==> config.mk <==
export PLATFORM = sky130hd
export DESIGN_NAME = seg_scan_capture
export DESIGN_NICKNAME = d
export VERILOG_FILES = /design/src/rtl/seg_scan_capture.sv
export SDC_FILE = /design/constraint.sdc
export NUM_CORES = 1
export LEC_CHECK = 0
export ABC_AREA = 1
export CORE_MARGIN = 5
export CORE_UTILIZATION = 25
export CTS_CLUSTER_SIZE = 12
export DETAILED_ROUTE_END_ITERATION = 6
export PLACE_DENSITY = 0.49
export SLEW_MARGIN = 20
export SYNTH_ARGS = -nofsm -noshare
export SYNTH_HDL_FRONTEND = slang
export SYNTH_SLANG_ARGS = --single-unit
==> constraint.sdc <==
create_clock -name clk -period 4.6 [get_ports clk]
set_input_delay 1.15 -clock clk [delete_from_list [all_inputs] [get_ports clk]]
set_output_delay 1.15 -clock clk [all_outputs]
set_load 0.01 [all_outputs]
==> src/rtl/seg_scan_capture.sv <==
// Receive side of a multiplexed, active-low 4-digit seven-segment display.
// Samples each strobe once it has settled and rebuilds the shown hex frame.
module seg_scan_capture #(
  parameter int SETTLE  = 4,
  parameter int TIMEOUT = 1048576
) (
  input  logic        clk,
  input  logic        rst,
  input  logic [3:0]  an,
  input  logic [6:0]  seg,
  output logic [15:0] digits,
  output logic [3:0]  blank,
  output logic [3:0]  err,
  output logic        frame_valid,
  output logic        stale
);

  localparam logic [7:0]  SETTLE_MAX  = 8'(SETTLE);
  localparam logic [7:0]  SETTLE_LAST = 8'(SETTLE - 1);
  localparam logic [23:0] STALE_AT    = 24'(TIMEOUT - 1);
  localparam logic [23:0] TCNT_MAX    = '1;

  typedef enum logic {
    COLLECT,
    PUBLISH
  } state_t;

  state_t      state;
  logic [3:0]  an_q;
  logic [3:0]  an_prev;
  logic [6:0]  seg_q;
  logic [6:0]  seg_prev;
  logic [7:0]  scnt;
  logic [23:0] tcnt;
  logic [3:0]  seen;
  logic [15:0] shadow_nib;
  logic [3:0]  shadow_blank;
  logic [3:0]  shadow_err;

  logic        one_low;
  logic [1:0]  slot;
  logic [3:0]  slot_mask;
  logic        steady;
  logic        capture;
  logic [3:0]  dec_nib;
  logic        dec_blank;
  logic        dec_err;

  // Only a strobe with exactly one anode driven low names a digit slot.
  always_comb begin
    one_low = 1'b1;
    slot    = 2'd0;
    case (an_q)
      4'b1110: slot = 2'd0;
      4'b1101: slot = 2'd1;
      4'b1011: slot = 2'd2;
      4'b0111: slot = 2'd3;
      default: one_low = 1'b0;
    endcase
  end

  assign slot_mask = 4'b0001 << slot;
  assign steady    = (an_q == an_prev) && (seg_q == seg_prev) && one_low;
  // scnt saturates at SETTLE, so this fires once per settled strobe.
  assign capture   = steady && (scnt == SETTLE_LAST);

  always_comb begin
    dec_nib   = 4'h0;
    dec_blank = 1'b0;
    dec_err   = 1'b0;
    case (seg_q)
      7'h40: dec_nib = 4'h0;
      7'h79: dec_nib = 4'h1;
      7'h24: dec_nib = 4'h2;
      7'h30: dec_nib = 4'h3;
      7'h19: dec_nib = 4'h4;
      7'h12: dec_nib = 4'h5;
      7'h02: dec_nib = 4'h6;
      7'h78: dec_nib = 4'h7;
      7'h00: dec_nib = 4'h8;
      7'h10: dec_nib = 4'h9;
      7'h08: dec_nib = 4'hA;
      7'h03: dec_nib = 4'hB;
      7'h46: dec_nib = 4'hC;
      7'h21: dec_nib = 4'hD;
      7'h06: dec_nib = 4'hE;
      7'h0E: dec_nib = 4'hF;
      7'h7F: dec_blank = 1'b1;
      default: dec_err = 1'b1;
    endcase
  end

  always_ff @(posedge clk) begin
    if (rst) begin
      an_q     <= '0;
      seg_q    <= '0;
      an_prev  <= '0;
      seg_prev <= '0;
      scnt     <= '0;
      tcnt     <= '0;
    end else begin
      an_q     <= an;
      seg_q    <= seg;
      an_prev  <= an_q;
      seg_prev <= seg_q;
      if (!steady) begin
        scnt <= '0;
      end else if (scnt < SETTLE_MAX) begin
        scnt <= scnt + 8'd1;
      end
      if (capture) begin
        tcnt <= '0;
      end else if (tcnt != TCNT_MAX) begin
        tcnt <= tcnt + 24'd1;
      end
    end
  end

  always_ff @(posedge clk) begin
    if (rst) begin
      shadow_nib   <= '0;
      shadow_blank <= '0;
      shadow_err   <= '0;
    end else if (capture) begin
      shadow_nib[{slot, 2'b00} +: 4] <= dec_nib;
      shadow_blank[slot]             <= dec_blank;
      shadow_err[slot]               <= dec_err;
    end
  end

  // A capture landing in PUBLISH starts the next frame after seen is cleared.
  always_ff @(posedge clk) begin
    if (rst) begin
      state       <= COLLECT;
      seen        <= '0;
      digits      <= '0;
      blank       <= '0;
      err         <= '0;
      frame_valid <= 1'b0;
      stale       <= 1'b0;
    end else begin
      frame_valid <= 1'b0;
      if (!capture && (tcnt >= STALE_AT)) begin
        stale <= 1'b1;
      end
      case (state)
        COLLECT: begin
          if (capture) begin
            seen <= seen | slot_mask;
            if ((seen | slot_mask) == 4'hF) begin
              state <= PUBLISH;
            end
          end
        end
        PUBLISH: begin
          digits      <= shadow_nib;
          blank       <= shadow_blank;
          err         <= shadow_err;
          frame_valid <= 1'b1;
          stale       <= 1'b0;
          seen        <= capture ? slot_mask : 4'h0;
          state       <= COLLECT;
        end
        default: state <= COLLECT;
      endcase
    end
  end

endmodule

Yosys cells after proc, flatten, opt, wreduce, memory -nomap -nowiden --
Cells that the tools add are included.
Cells by class: add/subtract/negate cells 3, order comparisons 4, equal/unequal tests 26, shift operators 3, muxes and demuxes 17, bitwise operators 3, reductions and logical operators 12
Operators by type and width (count):
- 4-bit case mux with 15 select lines | 1
- 7-bit equality test, second input constant | 5
- 24-bit by 1-bit adder with 24-bit output, second input constant | 1
- 24-bit by 20-bit >= comparator with 1-bit output, second input constant | 1
- 24-bit inequality test, second input constant | 1
- 7-bit by 5-bit equality test with 1-bit output, second input constant | 3
- 7-bit by 6-bit equality test with 1-bit output, second input constant | 3
- 17-bit OR reduction | 1
- 16-bit bitwise mux | 1
- 4-bit equality test, second input constant | 4
- 4-bit by 6-bit variable shift with 16-bit output, first input constant | 1
- 4-bit by 6-bit variable part select with 16-bit output | 1
- 7-bit by 2-bit equality test with 1-bit output, second input constant | 2
- 7-bit by 4-bit equality test with 1-bit output, second input constant | 2
- 8-bit by 1-bit adder with 8-bit output, second input constant | 1
- 4-bit bitwise mux | 2
- 8-bit by 2-bit equality test with 1-bit output, second input constant | 1
- 8-bit by 3-bit less-than comparator with 1-bit output, second input constant | 1
- 4-bit 2-to-1 mux | 2
- 4-bit case mux with 2 select lines | 1
- 7-bit by 3-bit equality test with 1-bit output, second input constant | 1
- 7-bit equality test | 1
- 7-bit logical NOT | 1
- 1-bit 2-to-1 mux | 7
- other kinds (16) | 23
Word-level totals: bits in registers 109, output and inout port bits 26

Depth between registers and ports, before layout --
depth after elaboration 8, gate-level depth with buffers 12, gate-level depth less buffers 12

Worst setup path before layout --
OpenSTA, ideal clock, no wires.
path kind input to register, from input port rst, to register blank[0], setup time 0.060 ns, data arrival time 2.092 ns, setup slack 2.448 ns, stages 4, path buffers 2, path through clkbuf_1 -> nor2_1 -> clkbuf_1 -> a22o_1
RTL lines:
- start, declared | RTL line 8 | input logic rst,
- end signal, assigned | RTL line 157 | blank <= shadow_blank;
- end, declared | RTL line 12 | output logic [3:0] blank,

==> impl_metrics.py <==
metrics = {
    "outcome": {
        "status": "finished clean",
    },
    "yosys": {
        "synth_ff_type": "dfxtp_1",
        "synth_edf_count": 0,
        "ys_seq_elements": 109,
        "yosysTopAreaCellShare_pct": 45.2,
        "ys_types": 30,
        "async_reset_ff_share_pct": 0,
        "syn_area_um2": 4820,
        "ys_seq_area_share_pct": 45.2,
        "synth_nets": 691,
        "ys_warn_count": 0,
        "syn_area_per_cell_um2": 7.21,
        "post-synth-top-count-cell": "nand2_1",
        "netlist_instances": 669,
        "yosysTopAreaCell": "dfxtp_1",
        "synth_common_cells": "145 x nand2_1, 126 x nor2_1, 109 x dfxtp_1",
        "synth_area_leaders": "dfxtp_1 45%, nand2_1 11%, nor2_1 9.8%, inv_1 6.2%, a22o_1 4.7%",
    },
    "critical_path": {
        "crit_arrival_ps": 3440,
        "crit_fanout": 41,
        "critPathSlowestCell": "clkinv_1",
        "r2r_setup_slack_ps": 1930,
        "crit_chain": "clkdlybuf4s50_1 -> buf_4 -> inv_1 -> nand2_1 -> clkinv_1 -> a22o_1",
        "r2r.worst_path.cells": 11,
        "critPathBufInv": 4,
        "cp_slowest_stage_delay_ps": 590,
        "critical_path_required_ps": 4840,
        "start_kind": "input port",
        "crit_cells": 6,
        "crit_path_end_kind": "flip-flop",
        "critPathKind": "in2reg",
        "cp_top_family": "buffers and inverters",
    },
    "timing": {
        "fin_crit_sh_pct": 69.5,
        "slew_headroom_pct": 45.4,
        "layout_min_cycle_time_ps": 3190,
        "fmax_ghz": 0.313,
        "slew_viol_final": 0,
        "tns_ps": 0,
        "setup_viol": 0,
        "hold_viol_final": 0,
        "fin_skew_ps": 10.4,
        "rsz0062_at_grt": "no",
        "tightest_slew_ps": 816,
    },
    "floorplanning": {
        "chipWidth_um": 149,
        "std_cell_rows": 50,
        "initial_core_util_pct": 25.6,
        "core_area_um2": 18800,
        "die_area_um2": 22200,
        "pin_count": 39,
        "die_h_um": 149,
    },
    "job": {
        "drv_cap": 0,
    },
    "finish": {
        "nNetsFinal": 727,
        "antenna_cells": 0,
        "stdcell_count": 970,
        "multi_input_area_um2": 2260,
        "register_area_um2": 2180,
        "design_area_um2": 5790,
        "area_growth_pct": 20.0,
        "n_fill_cell": 2075,
        "drive_gt1_share_pct": 5.35,
    },
    "cts": {
        "cts_sinks": 109,
        "clkTransAtPathRegs_ps": 70,
        "hold_buffers": 0,
        "cts-root-buf": "clkbuf_16",
        "htree_levels": 3,
        "ctsResizeCount": 0,
        "cts_buffers": 9,
        "tritoncts": "built",
        "postCtsSetupBuffers": 0,
        "cts.path.max_buffers": 2,
        "insertion_delay_ps": 360,
    },
    "placed_design": {
        "place_congestion": 0.829,
        "place_area_um2": 5490,
        "dp_cells": 954,
        "port_buffers": 38,
        "dp_hpwl_mm": 8.07,
    },
    "global_routing": {
        "grt_antenna_before_repair": 0,
        "grt_usage_pct": 10.1,
        "grt_max_degree": 42,
        "grt_overflow": 0,
        "grt_pass1_vias": 3772,
        "grt_pass1_wl_mm": 18.4,
    },
    "routing": {
        "wire_per_inst_um": 11.3,
        "drtIter0Drc": 208,
        "num_vias": 4061,
        "ant_nets": 0,
        "dr.pass1.iters": 4,
        "via_per_inst": 4.19,
        "drc": 0,
        "wl_mm": 11.0,
    },
    "pwr": {
        "irDropWorstVdd_v": 0.000158,
        "p_total_w": 0.00185,
        "power_leakage_nw": 2.31,
        "powerDensity_nw_per_um2": 319,
    },
    "hold_path": {
        "whs_path_depth": 2,
        "min_path_type": "reg2reg",
    },
}
-- area by class of cell --
cell class,instances,area share [%]
clock buffers,9,3.89
multi-input cells,460,39.1
clock inverters,7,1.32
repair buffers,40,6.83
inverters,85,5.51
well taps,260,5.62
flip-flops and latches,109,37.7
-- routing by layer --
layer | vias to the layer above | global-route usage (%) | routed length, µm
met5 | - | 0 | 0
met3 | 15 | 1.88 | 367
li1 | 2218 | - | -
met1 | 1767 | 14.2 | 5770
met4 | 0 | 4.12 | 202
met2 | 61 | 15.2 | 4610
-- worst reg2reg max path, cell delays in order, from the launching register on --
cell and delay, ps:
dfxtp_1 370, inv_1 80, nand2_1 110, nand3b_4 130
nand2_1 110, inv_1 50, nor2_2 160, nand3_2 480
nand2_1 830, inv_1 80, o21ai_0 100, a21oi_1 60
-- sequential cells by signal, indices dropped and copies added (netlist names), 7 cells and up --
signal      cells
tcnt           24
digits         16
shadow_nib     16
scnt            8
seg_prev        7
seg_q           7
-- cell usage in the layout (no fill, tap or decap), types with 17 or more instances in the layout --
cell type / n
nand3_1: 27
inv_1: 80
clkdlybuf4s50_1: 38
nor2_1: 125
nor3_1: 17
dfxtp_1: 109
o21ai_0: 31
a21oi_1: 33
a22o_1: 26
nand2_1: 145
-- cell families (layout without fill, tap and decap cells) --
| logic type | after synthesis | count (layout) | synth area share [%] |
|---|---|---|---|
| xor gates and xnor gates | 11 | 11 | 2.00 |
| DFF | 109 | 109 | 45.2 |
| buffers and inverters | 100 | 141 | 8.02 |
| adders and majority gates | 9 | 9 | 2.33 |
| and+or+nand+nor | 341 | 341 | 29.9 |
| AOI/OAI and AO/OA | 99 | 99 | 12.5 |
-- worst paths after layout --
check | from | to
max | rst | digits[9]$_SDFFE_PP0P_
max reg2reg | an_q[3]$_SDFF_PP0_ | tcnt[17]$_SDFFE_PP0P_
min | scnt[4]$_SDFFE_PP0N_ | scnt[4]$_SDFFE_PP0N_
min reg2reg | scnt[4]$_SDFFE_PP0N_ | scnt[4]$_SDFFE_PP0N_
-- power breakdown --
group	total, W	leakage, nW	internal (W)	switching, W
Sequential	0.000964	0.883	0.000954	0.0000101
Clock	0.000782	0.149	0.000388	0.000394
Combinational	0.0000997	1.28	0.0000345	0.0000651
Total	0.00185	2.31	0.00138	0.000469
-- stage by stage --
stage	hold WS (ps)	util [%]	worst slack, ps
after floorplan	415	-	2450
after global placement	426	29.1	979
after detailed placement	428	29.1	988
after CTS	442	30.7	1360
after global routing	472	30.7	1170
final	437	30.7	1410
No activity file was read; power rests on OpenSTA's default activity.
